[src/rtl/seq_mult_n.sv]
// Sequential shift-and-add multiplier: N-bit x N-bit -> registered 2N-bit product.
// Latency: start sampled at edge t0, done pulses in the cycle after edge t0+2N+1; period 2N+3.
// Backpressure: none; start is only looked at in IDLE, so requests while busy are dropped.
//
// Ports:
//   clk, reset        clock and asynchronous active-high reset
//   start             request, sampled in IDLE
//   a, b              operands (N bits), captured in LOAD
//   busy              high from LOAD through FIN
//   done              one-cycle pulse in FIN
//   p                 2N-bit product, updated on entry to FIN and held until the next FIN
//
// Build option: define MULT_SIGNED_EN for two's-complement operands and product.
module seq_mult_n #(
    parameter int N = 8
) (
    input  logic           clk,
    input  logic           reset,
    input  logic           start,
    input  logic [N-1:0]   a,
    input  logic [N-1:0]   b,
    output logic           busy,
    output logic           done,
    output logic [2*N-1:0] p
);

    localparam int CW = (N > 1) ? $clog2(N) : 1;
    localparam logic [CW-1:0] CNT_LAST = CW'(N - 1);
    localparam logic [CW-1:0] CNT_ONE  = CW'(1);

    typedef enum logic [2:0] {
        IDLE  = 3'd0,
        LOAD  = 3'd1,
        ADD   = 3'd2,
        SHIFT = 3'd3,
        FIN   = 3'd4
    } state_t;

    state_t           state_q, state_d;
    logic [N-1:0]     a_q, a_d;
    logic [N-1:0]     sumh_q, sumh_d;
    logic [N-1:0]     suml_q, suml_d;
    logic             c_q, c_d;
    logic [CW-1:0]    cnt_q, cnt_d;
    logic [2*N-1:0]   p_q, p_d;

    // Operand magnitudes fed to LOAD and the value captured into p.
    logic [N-1:0]     a_mag;
    logic [N-1:0]     b_mag;
    logic [2*N-1:0]   prod_shift;
    logic [2*N-1:0]   p_fin;

    // {C, SUMH, SUML} >> 1 with C refilled by zero; the dropped top bit is always 0.
    assign prod_shift = {c_q, sumh_q, suml_q[N-1:1]};

`ifdef MULT_SIGNED_EN
    logic sgn_q, sgn_d;

    // -2^(N-1) negates to itself, which read as unsigned is exactly its magnitude.
    assign a_mag = a[N-1] ? -a : a;
    assign b_mag = b[N-1] ? -b : b;
    assign p_fin = sgn_q ? -prod_shift : prod_shift;
`else
    assign a_mag = a;
    assign b_mag = b;
    assign p_fin = prod_shift;
`endif

    always_comb begin
        state_d = state_q;
        a_d     = a_q;
        sumh_d  = sumh_q;
        suml_d  = suml_q;
        c_d     = c_q;
        cnt_d   = cnt_q;
        p_d     = p_q;
        busy    = 1'b0;
        done    = 1'b0;
`ifdef MULT_SIGNED_EN
        sgn_d   = sgn_q;
`endif
        case (state_q)
            IDLE: begin
                if (start) state_d = LOAD;
            end
            LOAD: begin
                busy    = 1'b1;
                a_d     = a_mag;
                suml_d  = b_mag;
                sumh_d  = '0;
                c_d     = 1'b0;
                cnt_d   = '0;
`ifdef MULT_SIGNED_EN
                sgn_d   = a[N-1] ^ b[N-1];
`endif
                state_d = ADD;
            end
            ADD: begin
                busy = 1'b1;
                if (suml_q[0]) begin
                    {c_d, sumh_d} = {1'b0, sumh_q} + {1'b0, a_q};
                end else begin
                    c_d = 1'b0;
                end
                state_d = SHIFT;
            end
            SHIFT: begin
                busy                    = 1'b1;
                {c_d, sumh_d, suml_d}   = {1'b0, prod_shift};
                cnt_d                   = cnt_q + CNT_ONE;
                if (cnt_q == CNT_LAST) begin
                    // Capture uses the post-shift value so p is final on entry to FIN.
                    p_d     = p_fin;
                    state_d = FIN;
                end else begin
                    state_d = ADD;
                end
            end
            FIN: begin
                busy    = 1'b1;
                done    = 1'b1;
                state_d = IDLE;
            end
            default: state_d = IDLE;
        endcase
    end

    always_ff @(posedge clk or posedge reset) begin
        if (reset) begin
            state_q <= IDLE;
            a_q     <= '0;
            sumh_q  <= '0;
            suml_q  <= '0;
            c_q     <= 1'b0;
            cnt_q   <= '0;
            p_q     <= '0;
`ifdef MULT_SIGNED_EN
            sgn_q   <= 1'b0;
`endif
        end else begin
            state_q <= state_d;
            a_q     <= a_d;
            sumh_q  <= sumh_d;
            suml_q  <= suml_d;
            c_q     <= c_d;
            cnt_q   <= cnt_d;
            p_q     <= p_d;
`ifdef MULT_SIGNED_EN
            sgn_q   <= sgn_d;
`endif
        end
    end

    assign p = p_q;

endmodule

[config.mk]
export PLATFORM = sky130hd
export DESIGN_NAME = seq_mult_n
export DESIGN_NICKNAME = d
export VERILOG_FILES = /design/src/rtl/seq_mult_n.sv
export SDC_FILE = /design/constraint.sdc
export NUM_CORES = 1
export LEC_CHECK = 0
export ABC_AREA = 1
export BUFFER_PORTS_ARGS = -buffer_cell sky130_fd_sc_hd__buf_2
export CAP_MARGIN = 20
export CORE_ASPECT_RATIO = 2
export CORE_MARGIN = 1
export CORE_UTILIZATION = 30
export CTS_CLUSTER_SIZE = 28
export DETAILED_ROUTE_END_ITERATION = 8
export MAX_ROUTING_LAYER = met4
export PLACE_DENSITY = 0.44
export SYNTH_ARGS = -nofsm -noshare
export SYNTH_HDL_FRONTEND = slang
export SYNTH_SLANG_ARGS = --single-unit
[constraint.sdc]
create_clock -name clk -period 1.8 [get_ports clk]
set_input_delay 0.36 -clock clk [delete_from_list [all_inputs] [get_ports clk]]
set_output_delay 0.36 -clock clk [all_outputs]
set_load 0.005 [all_outputs]
* Word-level counts from Yosys, hierarchy flattened
Cells that the tools add are included.
Widths: inputs -> output; s select.
** Operators by class
- Equal/unequal tests :: 7
- Add/subtract/negate cells :: 2
- Reductions and logical operators :: 8
- Multiplexer cells :: 11
** Operator list (number)
- $pmux 8 s3 :: 1
- $pmux 8 s2 :: 1
- $pmux 3 s4 :: 1
- $add 8x8->9 :: 1
- $mux 8 :: 1
- $eq 3x2->1 const B :: 2
- $eq 3x3->1 const B :: 2
- $mux 3 :: 2
- $pmux 3 s2 :: 1
- $ne 2x2->1 const B :: 2
- $reduce_and 2->1 :: 2
- $reduce_bool 2->1 :: 2
- $reduce_or 4->1 :: 1
- $add 3x1->3 const B :: 1
- $eq 3x1->1 const B :: 1
- $logic_not 3->1 :: 1
- $mux 1 :: 3
- $reduce_bool 3->1 :: 1
- $pmux 1 s2 :: 1
- $reduce_or 2->1 :: 1
** Storage, ports and cells
- Register bits :: 47
- Output and inout bits :: 18
- Input bits :: 19
- Word-level logic and storage cells :: 35

* Longest topological paths before layout
Gate-level depths: netlist of the first run.
- Depth after elaboration :: 3
- Mapped depth :: 11
- Depth with buffers taken out :: 11

* Least setup slack after synthesis of the first run
No wires, ideal clock.
- Path type :: register to register
- Start :: register sumh_q[0]
- End :: register sumh_q[4]
- Path buffers :: 0
- Cell stages (with the launch flop) :: 11
- Period minus slack after synthesis :: 1.570 ns
- Setup slack :: 0.230 ns
- Arrival :: 1.497 ns
- Required time :: 1.727 ns
- Library setup time :: 0.073 ns
- Cell sequence :: dfrtp_1 > ha_1 > inv_1 > fa_1 > inv_1 > nand2_1 > nand2_1 > and2_1 > or2_0 > nand3_1 > a21oi_2
** Between the ends
- Cells in the longest elaborated chain, start to end :: 3
** Ends and longest elaborated chain
- start, declared :: line 41 : logic [N-1:0] sumh_q, sumh_d;
- start signal, assigned :: line 143 : sumh_q <= sumh_d;
- $add 8x8->9 :: line 101 : {c_d, sumh_d} = {1'b0, sumh_q} + {1'b0, a_q};
- $mux 8 :: line 100 : if (suml_q[0]) begin
- $pmux 8 s3 :: line 82 : case (state_q)
No other way between the ends. The select of a mux whose other input is x is not followed.
A chain may end at the register's enable or synchronous reset.

* Final worst setup path of the first run
Ends and elaborated chain as after synthesis.

==> flow_summary.json, run 1 <==
{
  "slowest_delay_ns": 0.39,
  "drtPass1Iterations": 4,
  "globalRouteOverflowTotal": 0,
  "clock-root-buffer": "clkbuf_16",
  "synthArstFlopShare_pct": 100,
  "synthToLayoutAreaGrowth_pct": 20.5,
  "final.setup.worst_slack_ns": 0.124,
  "ys_seq_elements": 47,
  "drt-total-wl_um": 6090,
  "numCtsBuffers": 5,
  "synth_compound_area_share_pct": 12.2,
  "p_leak_nw": 1.49,
  "clock_skew_ns": 0.00626,
  "path_delay_family": "adder cells",
  "synthMuxAreaShare_pct": 0.466,
  "wl_per_cell_um": 14.8,
  "hold_viol_final": 0,
  "post-cts-setup-buffer-count": 0,
  "clock_path_buffers": 2,
  "synth_top_area_cell": "dfrtp_1",
  "grt_pass1_wl_um": 9900,
  "critPathKind": "reg2reg",
  "grt_max_degree": 31,
  "fin_crit_sh_pct": 93.1,
  "path_clk_slew_ns": 0.07,
  "synthAdderAreaFrac_pct": 6.00,
  "end_kind": "register",
  "synth_xor_area_share_pct": 0,
  "fin_crit_ns": 1.68,
  "vias_per_cell": 4.68,
  "boundaryPins": 37,
  "rsz0062_at_grt": "true",
  "die-area_um2": 8440,
  "max_freq_ghz": 0.597,
  "synth_area_um2": 2420,
  "cts_tree": "built",
  "hpwlAfterDp_um": 4580,
  "gp_congestion": 0.776,
  "h-tree-depth": 2,
  "dp_slack_ns": 0.109,
  "die_w_um": 65.5,
  "final-max-slew-violation-count": 0,
  "ys_warn_count": 0,
  "yosys.area.top_type_share_pct": 48.7,
  "finish.instance_area_um2": 2910,
  "fill_cells": 815,
  "layout-drive-gt1-share_pct": 27.1,
  "grtUsageTotal_pct": 16.7,
  "synth.distinct_cells": 38,
  "coreArea_um2": 7890,
  "ant_nets": 0,
  "die_y_um": 129,
  "cp-start-kind": "register",
  "port_buffers": 36,
  "antenna_found_initial": 0,
  "peakVddDrop_v": 0.000866,
  "clkLatencyLatePin_ns": 0.29,
  "drc": 0,
  "p_per_area_nw_per_um2": 1900,
  "status": "completed",
  "min-delay-path-class": "in2async",
  "relSlewSlack_pct": 65.1,
  "tightest_slew_ns": 0.523,
  "slowest_stage": "dfrtp_1",
  "grt_pass1_vias": 1982,
  "power.total_mw": 5.55,
  "worstPathMaxFanout": 3,
  "syn_inst": 273,
  "drtIter0Drc": 73,
  "setup_viol": 0,
  "synth_top_family_by_area": "simple AND/OR/NAND/NOR gates",
  "synthTopCellsByArea": "dfrtp_1 (49%), nand2_1 (13%), o21ai_0 (5.4%)",
  "synth_fp_nets": 303,
  "ys_seq_area_share_pct": 48.7,
  "arrival_ns": 1.90,
  "synth_edf_count": 0,
  "yosys.area_share.simple_pct": 25.4,
  "crit_chain": "ha_2, inv_2, fa_2, inv_2, nand2_2, nand2_2, and2_4, or2_0, nand3_1, a21oi_2",
  "required_ns": 2.03,
  "fin_nets": 346,
  "critPathBufInv": 2,
  "syn_avg_cell_area_um2": 8.85,
  "ys.flop_type": "dfrtp_1",
  "start_util_pct": 30.7,
  "antenna_cells_inserted": 0,
  "postPlaceCellArea_um2": 2720,
  "maxCapViolations": 0,
  "dr_total_vias": 1931,
  "clock_sinks": 47,
  "rows": 46
}
sequential cells by signal (all words and copies together) (netlist names):
signal,flops
p,16
a_q,8
sumh_q,8
suml_q,8
cnt_q,3
state_q,3
c_q,1
cells in the mapped netlist (all sizes together) (3+ instances only):
master and instances:
clkbuf 3, dfrtp 47, nand2 89, or2 3
o21ai 34, ha 10, inv 24, a21oi 9
nor2 15, buf 5, nand3 18
cell families (layout without fill, tap and decap cells):
kind of cell / after synthesis / in the layout
buffers and inverters: 32 / 76
and+or+nand+nor: 131 / 131
adders and majority gates: 11 / 11
muxes: 1 / 1
AOI/OAI and AO/OA: 51 / 51
DFF: 47 / 47
worst register-to-register path, cell delays in order (launching register included):
cell,delay [ns]
dfrtp_1,0.39
ha_2,0.20
inv_2,0.04
fa_2,0.34
inv_2,0.07
nand2_2,0.05
nand2_2,0.06
and2_4,0.14
or2_0,0.10
nand3_1,0.08
a21oi_2,0.13
cell usage in the layout, fill, tap and decap left out, drive strengths merged, types with 2 or more instances in the layout:
cell,n
a21oi,9
a22o,2
a31oi,2
buf,44
clkbuf,6
dfrtp,47
ha,10
inv,24
nand2,89
nand3,18
nand3b,2
nor2,15
o21a,2
o21ai,34
or2,3
power breakdown:
part           switching [mW]  total (mW)  leakage, nW  internal [mW]
logic                    1.62        2.65        0.796           1.03
registers               0.330        1.80        0.607           1.47
clock network           0.407        1.10       0.0868          0.691
per-layer routing:
layer / up-vias / global-route usage (%) / wire (µm)
met2: 27 / 30.1 / 3380
met4: 0 / 9.21 / 236
li1: 979 / - / -
met3: 12 / 2.57 / 120
met5: - / - / 0
met1: 913 / 16.6 / 2360
per-stage QoR:
| stage | util [%] | setup TNS, ns | std cells | hold slack [ns] |
|---|---|---|---|---|
| 2_1_floorplan | - | 0 | 273 | 0.448 |
| 3_3_place_gp | 34.5 | 0 | 405 | 0.432 |
| 3_5_place_dp | 34.5 | 0 | 405 | 0.434 |
| 4_1_cts | 36.7 | 0 | 413 | 0.117 |
| 5_1_grt | 36.9 | -0.0100 | 413 | 0.137 |
| 6_report | 36.9 | 0 | 413 | 0.0957 |
what timing repair did:
item,CTS,global route
endpoints found under the setup margin,1,3
pin swaps,0,4
endpoints found under the hold margin,0,0
resized for setup,1,9
hold buffers,0,0
path summary, 6_finish.rpt:
check	start	end	slack, ns	depth (start not counted)
max reg2reg	sumh_q[0]	sumh_q[4]	0.12	10
max	sumh_q[0]	sumh_q[4]	0.12	10
min reg2reg	a_q[0]	a_q[0]	0.49	2
min in group clk	a[2]	a_q[2]	0.27	3
max in group asynchronous	reset	p[10]	1.19	3
min	reset	p[7]	0.1	2
area by class of cell:
type / count / area, µm² / area share (%)
well taps: 96 / 120 / 4.12
clock buffers: 6 / 139 / 4.77
repair buffers: 44 / 253 / 8.68
multi-input cells: 194 / 1080 / 37.2
flip-flops and latches: 47 / 1180 / 40.4
inverters: 24 / 105 / 3.61
clock inverters: 2 / 35.0 / 1.20
(Power assumes the default switching activity.)
==> run 2, diff against run 1 <==
==> constraint.sdc (replaced) <==
create_clock -name clk -period 1.8 [get_ports clk]
set_input_delay 0.18 -clock clk [delete_from_list [all_inputs] [get_ports clk]]
set_output_delay 0.18 -clock clk [all_outputs]
set_load 0.005 [all_outputs]
==> flow_summary.json, run 2 (synthesized netlist as in run 1, its figures left out) <==
{
  "numCtsBuffers": 5,
  "gp_congestion": 0.775,
  "max_freq_ghz": 0.592,
  "met1_length_um": 2310,
  "drc": 0,
  "setup_viol": 0,
  "path_clk_slew_ns": 0.07,
  "grt_pass1_wl_um": 10200,
  "routed.top_layer": "met4",
  "rrSetupSlack_ns": 0.11,
  "slowest_stage": "dfrtp_1",
  "final_common_cell": "nand2_1",
  "clock_skew_ns": 0.00756,
  "antenna_found_initial": 0,
  "drtPass1Iterations": 4,
  "synthToLayoutAreaGrowth_pct": 19.7,
  "drtIter0Drc": 70,
  "cts_tree": "built",
  "dp_slack_ns": 0.129,
  "route.met2.wl_um": 3450,
  "final-max-slew-violation-count": 0,
  "min-delay-path-class": "in2reg",
  "crit_chain": "ha_2, inv_1, fa_1, inv_1, nand2_1, nand2_1, and2_4, or2_0, nand3_1, a21oi_2",
  "fin_crit_sh_pct": 93.9,
  "relSlewSlack_pct": 80.9,
  "rsz0062_at_grt": "true",
  "die_y_um": 129,
  "ant_nets": 0,
  "layout-drive-gt1-share_pct": 24.6,
  "cp-start-kind": "register",
  "dr_total_vias": 1957,
  "required_ns": 2.03,
  "die_w_um": 65.5,
  "globalRouteOverflowTotal": 0,
  "grt_pass1_vias": 1974,
  "clkLatencyLatePin_ns": 0.29,
  "wl_per_cell_um": 14.7,
  "status": "completed",
  "peakVddDrop_v": 0.000697,
  "wl_met3_um": 90,
  "slowest_delay_ns": 0.40,
  "hpwlAfterDp_um": 4530,
  "coreArea_um2": 7890,
  "critPathKind": "reg2reg",
  "reg2reg_depth": 10,
  "fill_cells": 834,
  "hold_viol_final": 0,
  "ff_latch_area_um2": 1180,
  "worstPathMaxFanout": 3,
  "clock_path_buffers": 2,
  "arrival_ns": 1.92,
  "fin_nets": 346,
  "tightest_slew_ns": 0.286,
  "final.setup.worst_slack_ns": 0.110,
  "port_buffers": 36,
  "fin_crit_ns": 1.69,
  "grtUsageTotal_pct": 16.9,
  "vias_per_cell": 4.74,
  "p_per_area_nw_per_um2": 1900,
  "final_cell_mix": "nand2_1 (83), dfrtp_1 (47), buf_2 (36)",
  "h-tree-depth": 2,
  "clock_sinks": 47,
  "maxCapViolations": 0,
  "antenna_cells_inserted": 0,
  "start_util_pct": 30.7,
  "end_kind": "register",
  "largest_reg_flops": 16,
  "grt_max_degree": 43,
  "die-area_um2": 8440,
  "rows": 46,
  "boundaryPins": 37,
  "multiInputGateArea_um2": 1070,
  "power.total_mw": 5.50,
  "clock-root-buffer": "clkbuf_16",
  "p_leak_nw": 1.49,
  "drt-total-wl_um": 6060,
  "hold_path_depth": 2
}
-- run 2: final cells by class --
class	instances	area share [%]
clock buffers	5	4.32
multi-input cells	194	36.9
well taps	96	4.15
inverters	24	3.63
repair buffers	44	8.82
flip-flops and latches	47	40.6
clock inverters	3	1.51
-- run 2: power by group --
part / total [mW] / internal (mW) / switching, mW
Sequential: 1.78 / 1.46 / 0.319
Combinational: 2.64 / 1.02 / 1.62
Clock: 1.07 / 0.656 / 0.416
-- run 2: what timing repair did --
| item | in CTS | in global routing |
|---|---|---|
| hold buffers | 1 | 0 |
| setup endpoints to repair | 0 | 2 |
| buffers inserted | 0 | 1 |
| resized for setup | 0 | 2 |
| endpoints found under the hold margin | 5 | 0 |
-- run 2: layer usage --
metal	global-route usage (%)	up-vias
met2	31.0	24
met4	8.70	0
met5	-	-
li1	-	974
met3	1.95	10
met1	17.0	949
-- run 2: worst paths after layout --
kind	start	end
max in group asynchronous	reset	a_q[7]
setup reg to reg	sumh_q[0]	sumh_q[4]
min in group asynchronous	reset	p[12]
setup / recovery	sumh_q[0]	sumh_q[4]
hold / removal	start	state_q[0]
hold reg to reg	a_q[3]	a_q[3]
-- run 2: stage by stage --
step | hold WS, ns | area (µm²) | cells | utilization (%) | setup TNS (ns)
after floorplan | 0.297 | 2420 | 273 | - | 0
after global placement | 0.0789 | 2700 | 403 | 34.3 | 0
after detailed placement | 0.0741 | 2700 | 403 | 34.3 | 0
after CTS | 0.0887 | 2880 | 412 | 36.5 | 0
after global routing | 0.0898 | 2890 | 413 | 36.7 | -0.0325
final | 0.0928 | 2890 | 413 | 36.7 | 0
-- run 2: worst max-delay path: cells and delay by family, from the launching register on --
| kind | cells | cell delay, ns |
|---|---|---|
| simple gates | 5 | 0.44 |
| buf+inv | 2 | 0.13 |
| fa+ha+maj | 2 | 0.55 |
| compound gates | 1 | 0.11 |
| flops | 1 | 0.40 |
==> run 3, diff against run 2 <==
CORE_MARGIN = 4   (was 1)
TNS_END_PERCENT = 1   (was unset)
==> flow_summary.json, run 3 (synthesized netlist as in run 1, its figures left out) <==
{
  "status": "completed",
  "h-tree-depth": 2,
  "grt_pass1_vias": 1928,
  "synthToLayoutAreaGrowth_pct": 19.5,
  "grtUsageTotal_pct": 14.1,
  "peakVddDrop_v": 0.000688,
  "boundaryPins": 37,
  "fin_crit_sh_pct": 90.9,
  "routed.top_layer": "met4",
  "p_per_area_nw_per_um2": 1860,
  "fin_util_pct": 36.6,
  "final_cell_mix": "nand2_1 (82), dfrtp_1 (47), buf_2 (36)",
  "max_freq_ghz": 0.611,
  "path_clk_slew_ns": 0.06,
  "numCtsBuffers": 5,
  "clkLatencyLatePin_ns": 0.29,
  "drtPass1Iterations": 4,
  "hold_viol_final": 0,
  "hpwlAfterDp_um": 4660,
  "antenna_cells_inserted": 0,
  "final-max-slew-violation-count": 0,
  "ff_latch_area_um2": 1180,
  "port_buffers": 36,
  "grt_max_degree": 31,
  "fill_cells": 813,
  "antenna_found_initial": 0,
  "required_ns": 2.02,
  "globalRouteOverflowTotal": 0,
  "final_common_cell": "nand2_1",
  "fin_cells": 414,
  "setup_viol": 0,
  "wl_per_cell_um": 14.9,
  "die-area_um2": 9650,
  "cp-start-kind": "register",
  "met1_length_um": 2340,
  "ant_nets": 0,
  "min-delay-path-class": "in2reg",
  "wl_met3_um": 153,
  "dr_total_vias": 1937,
  "grt_pass1_wl_um": 9920,
  "worstPathMaxFanout": 3,
  "fin_tns_setup_ns": 0,
  "cts_tree": "built",
  "clock_path_buffers": 2,
  "multiInputGateArea_um2": 1070,
  "fin_crit_ns": 1.64,
  "postPlaceCellArea_um2": 2720,
  "layout-drive-gt1-share_pct": 24.8,
  "largest_reg_flops": 16,
  "rsz0062_at_grt": "false",
  "relSlewSlack_pct": 66.3,
  "end_kind": "register",
  "maxCapViolations": 0,
  "rows": 46,
  "finish.instance_area_um2": 2890,
  "critPathKind": "reg2reg",
  "die_y_um": 135,
  "drc": 0,
  "start_util_pct": 30.7,
  "route.met2.wl_um": 3560,
  "p_leak_nw": 1.48,
  "clock-root-buffer": "clkbuf_16",
  "die_w_um": 71.5,
  "fin_nets": 347,
  "drt-total-wl_um": 6170,
  "tightest_slew_ns": 0.504,
  "arrival_ns": 1.86,
  "gp_congestion": 0.780,
  "coreArea_um2": 7890,
  "vias_per_cell": 4.68,
  "drtIter0Drc": 122,
  "clock_sinks": 47,
  "place_inst": 403,
  "clock_skew_ns": 0.00426
}
==> run 3: what timing repair did <==
item,4_1_cts,5_1_grt
hold endpoints to repair,21,0
endpoints found under the setup margin,0,3
resized for setup,0,4
setup buffers,0,2
hold buffers,1,0
==> run 3: critical path, cell delays in order (launching register included) <==
cell and delay, ns:
dfrtp_1 0.38, ha_2 0.19, inv_1 0.05, fa_2 0.31, inv_1 0.07, nand2_1 0.07, nand2_2 0.06, and2_4 0.14
or2_0 0.10, nand3_1 0.08, a21oi_2 0.11
==> run 3: worst paths after layout <==
check | slack, ns | from | depth (start not counted) | end
worst max-delay path | 0.16 | sumh_q[0] | 10 | sumh_q[4]
worst min-delay path | 0.09 | a[7] | 3 | a_q[7]
worst max register to register | 0.16 | sumh_q[0] | 10 | sumh_q[4]
worst min register to register | 0.49 | c_q | 2 | c_q
max in group asynchronous | 0.81 | reset | 4 | cnt_q[0]
min in group asynchronous | 0.46 | reset | 3 | p[7]
==> run 3: metal layers <==
metal	track usage, %	up-vias
met5	-	-
met4	5.33	0
met3	2.38	6
met2	26.1	35
met1	14.4	921
li1	-	975
==> run 3: report_power, final <==
group | internal (mW) | leakage, nW | switching [mW]
clock | 0.514 | 0.0679 | 0.391
sequential | 1.46 | 0.608 | 0.324
combinational | 1.04 | 0.807 | 1.62
==> run 3: cell type report <==
type	count	area share, %
clock buffers	7	4.59
clock inverters	1	0.173
inverters	24	3.64
multi-input cells	194	37.2
flip-flops and latches	47	40.7
well taps	96	4.16
repair buffers	45	9.53
==> run 3: through the flow <==
step | setup slack [ns] | power [mW] | hold WS, ns
finish | 0.164 | 5.36 | 0.0866
global route | 0.0322 | 5.86 | 0.0901
CTS | 0.0884 | 5.40 | 0.0823
detailed placement | 0.106 | 4.46 | 0.243
global placement | 0.168 | 4.43 | 0.237
floorplan | 0.230 | 3.79 | 0.297
